--- config.mk ---
export PLATFORM = sky130hd
export DESIGN_NAME = rvc_fetch_align
export DESIGN_NICKNAME = d
export VERILOG_FILES = /design/src/rtl/rvc_fetch_align.sv
export SDC_FILE = /design/constraint.sdc
export NUM_CORES = 1
export LEC_CHECK = 0
export BUFFER_PORTS_ARGS = -buffer_cell sky130_fd_sc_hd__buf_2
export CAP_MARGIN = 15
export CORE_AREA = 2 2 143 145
export CTS_CLUSTER_DIAMETER = 60
export DETAILED_ROUTE_END_ITERATION = 10
export DIE_AREA = 0 0 145 147
export PLACE_DENSITY = 0.64
export RECOVER_POWER = 50
export SETUP_SLACK_MARGIN = 0.2
export SLEW_MARGIN = 15
export SYNTH_ARGS = -nofsm -noshare
export SYNTH_HDL_FRONTEND = slang
export SYNTH_SLANG_ARGS = --single-unit
--- constraint.sdc ---
create_clock -name clk -period 3.2 [get_ports clk]
set_input_delay 0.64 -clock clk [delete_from_list [all_inputs] [get_ports clk]]
set_output_delay 0.64 -clock clk [all_outputs]
set_load 0.03 [all_outputs]
--- src/rtl/rvc_fetch_align.sv ---
// Fetch alignment and RVC expansion: buffers fetched words as halfwords and issues 32-bit instructions.
// Define RVC_EXPAND_EN to build the compressed-to-RV32I expander; otherwise 16-bit halfwords issue as illegal.
module rvc_fetch_align #(
    parameter int unsigned BUF_HW   = 4,
    parameter logic [31:0] RESET_PC = 32'h0000_0000
) (
    input  logic        clk,
    input  logic        rst,
    output logic [31:0] fetch_addr,
    input  logic        fetch_valid,
    output logic        fetch_ready,
    input  logic [31:0] fetch_data,
    input  logic        redirect,
    input  logic [31:0] redirect_pc,
    output logic        inst_valid,
    input  logic        inst_ready,
    output logic [31:0] inst,
    output logic [31:0] inst_pc,
    output logic        inst_is_c,
    output logic        inst_illegal
);

    localparam int unsigned PTR_W = $clog2(BUF_HW);
    localparam int unsigned CNT_W = PTR_W + 1;

    logic [15:0]      hw_buf [BUF_HW];
    logic [PTR_W-1:0] head;
    logic [PTR_W-1:0] tail;
    logic [PTR_W-1:0] head_p1;
    logic [PTR_W-1:0] tail_p1;
    logic [CNT_W-1:0] count;
    logic             drop_lo;

    logic [15:0] head_hw;
    logic [15:0] next_hw;
    logic        is_32;
    logic        push_en;
    logic        pop_en;
    logic [1:0]  push_n;
    logic [1:0]  pop_n;

`ifdef RVC_EXPAND_EN
    // Returns {illegal, expanded}; illegal encodings come back as {16'h0, halfword}.
    function automatic logic [32:0] expand_c(input logic [15:0] h);
        logic [31:0]        x;
        logic               bad;
        logic [4:0]         rd;
        logic [4:0]         rs2;
        logic [4:0]         rdp;
        logic [4:0]         rs2p;
        logic signed [11:0] imm6;
        logic [11:0]        mem_off;
        x       = 32'h0;
        bad     = 1'b0;
        rd      = h[11:7];
        rs2     = h[6:2];
        rdp     = {2'b01, h[9:7]};
        rs2p    = {2'b01, h[4:2]};
        imm6    = {{6{h[12]}}, h[12], h[6:2]};
        mem_off = {5'b0, h[5], h[12:10], h[6], 2'b00};
        case ({h[1:0], h[15:13]})
            5'b00_010: x = {mem_off, rdp, 3'b010, rs2p, 7'b0000011};
            5'b00_110: x = {mem_off[11:5], rs2p, rdp, 3'b010, mem_off[4:0], 7'b0100011};
            5'b01_000: x = {imm6, rd, 3'b000, rd, 7'b0010011};
            5'b01_010: x = {imm6, 5'd0, 3'b000, rd, 7'b0010011};
            5'b01_011: begin
                bad = (imm6 == 12'sd0) || (rd == 5'd2);
                x   = {{14{h[12]}}, h[12], h[6:2], rd, 7'b0110111};
            end
            5'b01_100: begin
                case (h[11:10])
                    2'b00: begin
                        bad = h[12];
                        x   = {7'b0000000, h[6:2], rdp, 3'b101, rdp, 7'b0010011};
                    end
                    2'b01: begin
                        bad = h[12];
                        x   = {7'b0100000, h[6:2], rdp, 3'b101, rdp, 7'b0010011};
                    end
                    2'b10: x = {imm6, rdp, 3'b111, rdp, 7'b0010011};
                    default: begin
                        // h[12]=1 here selects the RV64 word ops
                        bad = h[12];
                        case (h[6:5])
                            2'b00:   x = {7'b0100000, rs2p, rdp, 3'b000, rdp, 7'b0110011};
                            2'b01:   x = {7'b0000000, rs2p, rdp, 3'b100, rdp, 7'b0110011};
                            2'b10:   x = {7'b0000000, rs2p, rdp, 3'b110, rdp, 7'b0110011};
                            default: x = {7'b0000000, rs2p, rdp, 3'b111, rdp, 7'b0110011};
                        endcase
                    end
                endcase
            end
            5'b10_000: begin
                bad = h[12];
                x   = {7'b0000000, h[6:2], rd, 3'b001, rd, 7'b0010011};
            end
            5'b10_100: begin
                bad = (rs2 == 5'd0);
                x   = {7'b0000000, rs2, (h[12] ? rd : 5'd0), 3'b000, rd, 7'b0110011};
            end
            default: bad = 1'b1;
        endcase
        if (bad) begin
            x = {16'h0, h};
        end
        return {bad, x};
    endfunction
`endif

    assign head_p1 = head + PTR_W'(1);
    assign tail_p1 = tail + PTR_W'(1);
    assign head_hw = hw_buf[head];
    assign next_hw = hw_buf[head_p1];
    assign is_32   = (head_hw[1:0] == 2'b11);

    assign fetch_ready = (CNT_W'(BUF_HW) - count) >= CNT_W'(2);
    assign inst_valid  = !redirect && (is_32 ? (count >= CNT_W'(2)) : (count != '0));

    assign push_en = fetch_valid && fetch_ready;
    assign pop_en  = inst_valid && inst_ready;
    assign push_n  = !push_en ? 2'd0 : (drop_lo ? 2'd1 : 2'd2);
    assign pop_n   = !pop_en ? 2'd0 : (is_32 ? 2'd2 : 2'd1);

    always_comb begin
        inst         = 32'h0;
        inst_is_c    = 1'b0;
        inst_illegal = 1'b0;
        if (inst_valid) begin
            if (is_32) begin
                inst = {next_hw, head_hw};
            end else begin
                inst_is_c = 1'b1;
`ifdef RVC_EXPAND_EN
                {inst_illegal, inst} = expand_c(head_hw);
`else
                {inst_illegal, inst} = {1'b1, 16'h0, head_hw};
`endif
            end
        end
    end

    // Halfword storage; slots past count are don't-care so no reset is needed.
    always_ff @(posedge clk) begin
        if (push_en) begin
            if (drop_lo) begin
                hw_buf[tail] <= fetch_data[31:16];
            end else begin
                hw_buf[tail]    <= fetch_data[15:0];
                hw_buf[tail_p1] <= fetch_data[31:16];
            end
        end
    end

    always_ff @(posedge clk) begin
        if (rst) begin
            head       <= '0;
            tail       <= '0;
            count      <= '0;
            drop_lo    <= RESET_PC[1];
            fetch_addr <= {RESET_PC[31:2], 2'b00};
            inst_pc    <= RESET_PC;
        end else if (redirect) begin
            head       <= '0;
            tail       <= '0;
            count      <= '0;
            drop_lo    <= redirect_pc[1];
            fetch_addr <= redirect_pc & ~32'd3;
            inst_pc    <= redirect_pc & ~32'd1;
        end else begin
            if (push_en) begin
                tail       <= tail + PTR_W'(push_n);
                fetch_addr <= fetch_addr + 32'd4;
                drop_lo    <= 1'b0;
            end
            if (pop_en) begin
                head    <= head + PTR_W'(pop_n);
                inst_pc <= inst_pc + (is_32 ? 32'd4 : 32'd2);
            end
            count <= count + CNT_W'(push_n) - CNT_W'(pop_n);
        end
    end

endmodule
==> results_dict.tcl <==
set metrics [dict create \
    yosys_warnings 0 \
    final_cell_mix "103 x buf_2, 70 x dfxtp_1, 67 x clkbuf_1, 65 x mux2_2, 64 x edfxtp_1" \
    worst-path-stages 9 \
    seq_area_frac_synth_pct 42.9 \
    ios 169 \
    peakVddDrop_mv 0.435 \
    p_total_mw 5.92 \
    cts_tree "yes" \
    drtPass1Iterations 5 \
    worst_path_largest_cell_delay_ns 0.55 \
    critPathKind "flip-flop to flip-flop" \
    period_minus_slack_ns 2.92 \
    drv_cap 0 \
    cts.sinks 135 \
    grt_max_degree 51 \
    p_leak_nw 3.44 \
    drc 0 \
    cp.required_ns 3.54 \
    drive_gt1_share_pct 32.0 \
    wl_per_cell_um 18.8 \
    hold_depth 3 \
    syn_to_final_growth_pct 23.2 \
    die_x_um 145 \
    start_util_pct 39.3 \
    path_buf_inv 0 \
    path_common_cell "nand2_2" \
    dpl.hpwl_um 15600 \
    grt_use_total_pct 20.7 \
    cpLargestDelayFamily "simple AND/OR/NAND/NOR gates" \
    fin_crit_sh_pct 91.2 \
    worstSetupEndpointType "flip-flop" \
    nets 959 \
    syn_avg_cell_area_um2 11.1 \
    h-tree-depth 4 \
    worstSkewPairLatency_ns 0.42 \
    drtAntennaViolNets 0 \
    crit_chain "mux4_2, nand2_2, and2_1, fa_2, nand2_2, nor4_4, o21ai_4, or4_1, a31oi_1" \
    synthCells 702 \
    cts_root_buf "clkbuf_16" \
    fmax_mhz 343 \
    coreArea_mm2 0.0198 \
    io_buffers 164 \
    finalClockSkew_ns 0.0157 \
    fp-row-count 52 \
    final_common_cell "buf_2" \
    die-height_um 147 \
    hold_viol 0 \
    drt_wl_total_um 21900 \
    place.gp.congestion 0.812 \
    max-slew-margin-rel_pct 39.0 \
    async_reset_ff_share_pct 0 \
    dr_total_vias 6395 \
    tns_ns 0 \
    cp_slowest_cell "mux4_2" \
    cts_buffer_depth 2 \
    clkTransAtPathRegs_ns 0.06 \
    netlist_area_mm2 0.00779 \
    worst_pin_slew_ns 0.915 \
    die-area_mm2 0.0213 \
    cp_max_fo 6 \
    r2r_cells 9 \
    hp-class "primary input to flip-flop" \
    antenna_found_initial 2 \
    grt_pass1_wl_um 34700 \
    power_density_mw_per_mm2 617 \
    drtIter0Drc 325 \
    first_global_vias 6265 \
    numCtsBuffers 17 \
    rsz0062_at_grt "no" \
    overflow 0 \
    final-max-slew-violation-count 0 \
    setup_viol 0 \
    ys_seq_elements 135 \
    crit_path_start_kind "flip-flop" \
    vias_per_cell 5.49 \
    synthFlopType "dfxtp_1" \
    outcome "complete, no violations" \
    synth-edff-count 64 \
    synth_cell_type_count 62 \
    crit_arrival_ns 3.26 \
]
==> metrics by stage <==
| stage | worst slack [ns] | cells | util [%] | instance area [µm²] | hold WS (ns) |
|---|---|---|---|---|---|
| after floorplan | 0.236 | 704 | - | 7800 | 0.506 |
| after global placement | 0.213 | 1128 | 45.5 | 9030 | 0.517 |
| after detailed placement | 0.148 | 1128 | 45.5 | 9030 | 0.516 |
| after CTS | 0.235 | 1160 | 48.7 | 9660 | 0.480 |
| after global routing | 0.128 | 1163 | 48.3 | 9590 | 0.507 |
| final | 0.281 | 1164 | 48.4 | 9600 | 0.499 |
==> timing repair <==
action | 4_1_cts | 5_1_grt
gates resized for setup | 3 | 8
endpoints found under the setup margin | 3 | 28
buffers inserted | 0 | 3
hold buffers | 0 | 0
pin swaps | 0 | 1
hold endpoints to repair | 0 | 0
==> per-layer routing <==
metal	track usage (%)	vias to the layer above	wire length (µm)
met5	0	-	11
met4	4.85	2	306
met3	6.58	24	1750
met2	34.9	224	10600
met1	26.0	3100	9310
li1	-	3045	-
==> cell families (layout without fill, tap and decap cells) <==
| logic type | count (synthesis) | in the layout | synth area share (%) |
|---|---|---|---|
| AOI/OAI and AO/OA | 141 | 141 | 13.3 |
| xor gates and xnor gates | 30 | 30 | 3.37 |
| adders and majority gates | 10 | 10 | 1.90 |
| buffers and inverters | 65 | 254 | 3.61 |
| DFF | 135 | 135 | 42.9 |
| muxes | 103 | 103 | 19.4 |
| other | 1 | 4 | 0.0481 |
| and+or+nand+nor | 217 | 217 | 15.4 |
==> cells in the mapped netlist, types with 3 or more instances <==
master,count,share of area (%)
dfxtp_1,71,18
mux2_2,65,9.4
edfxtp_1,64,25
nand2_1,48,2.3
nor2b_1,36,2.9
mux4_2,32,9.3
clkbuf_1,30,1.4
o21a_1,27,2.6
inv_1,22,1.1
nor2_1,21,1.0
xnor2_1,21,2.4
nor3_1,20,1.3
a21boi_0,18,1.7
a21oi_1,18,1.2
o21ai_0,16,1.0
o31a_1,16,1.8
nand3_1,15,0.96
nand4_1,14,1.1
nor4_1,12,0.96
a31oi_1,11,0.88
and3_1,10,0.80
or3_1,10,0.80
xor2_1,9,1.0
ha_1,7,1.1
and2_1,6,0.48
and4_1,6,0.67
mux2i_1,6,0.77
o211ai_1,6,0.58
a211oi_1,5,0.48
buf_2,5,0.32
buf_4,5,0.48
o311ai_0,4,0.45
or4_1,4,0.39
fa_1,3,0.77
nor3b_1,3,0.29
nor4b_1,3,0.34
==> sequential cells by signal (all words and copies together) (netlist names), named ones only <==
name,flops
fetch_addr,30
head,2
inst_pc,31
count,3
tail,2
hw_buf,64
drop_lo,1
==> worst reg2reg max path, cell delays in order, from the launching register on <==
cell and delay, ns:
dfxtp_1 0.42, mux4_2 0.55, nand2_2 0.12, and2_1 0.16, fa_2 0.25, nand2_2 0.12
nor4_4 0.43, o21ai_4 0.13, or4_1 0.48, a31oi_1 0.18
==> power breakdown <==
part	switching [mW]	total (mW)	internal (mW)
Clock	0.826	2.07	1.25
Combinational	0.975	1.65	0.674
Sequential	0.141	2.20	2.06
Total	1.94	5.92	3.98
==> final cells by class <==
class                           count  area (µm²)
Clock inverter                     15         190
Multi-Input combinational cell    504        4230
Timing Repair Buffer              200         986
Inverter                           22        82.6
Fill cell                        1881       10200
Sequential cell                   135        3340
Tap cell                          270         338
Clock buffer                       17         425
Antenna cell                        1        2.50
==> path summary, 6_finish.rpt <==
kind         slack, ns                     start                  endpoint
max reg2reg       0.28                 flip-flop  inst_pc[31]$_SDFFE_PP0P_
min reg2reg       0.53  inst_pc[20]$_SDFFE_PP0P_  inst_pc[20]$_SDFFE_PP0P_
min               0.50           redirect_pc[21]  inst_pc[21]$_SDFFE_PP0P_
max               0.28                 flip-flop  inst_pc[31]$_SDFFE_PP0P_
(Power assumes the default switching activity.)
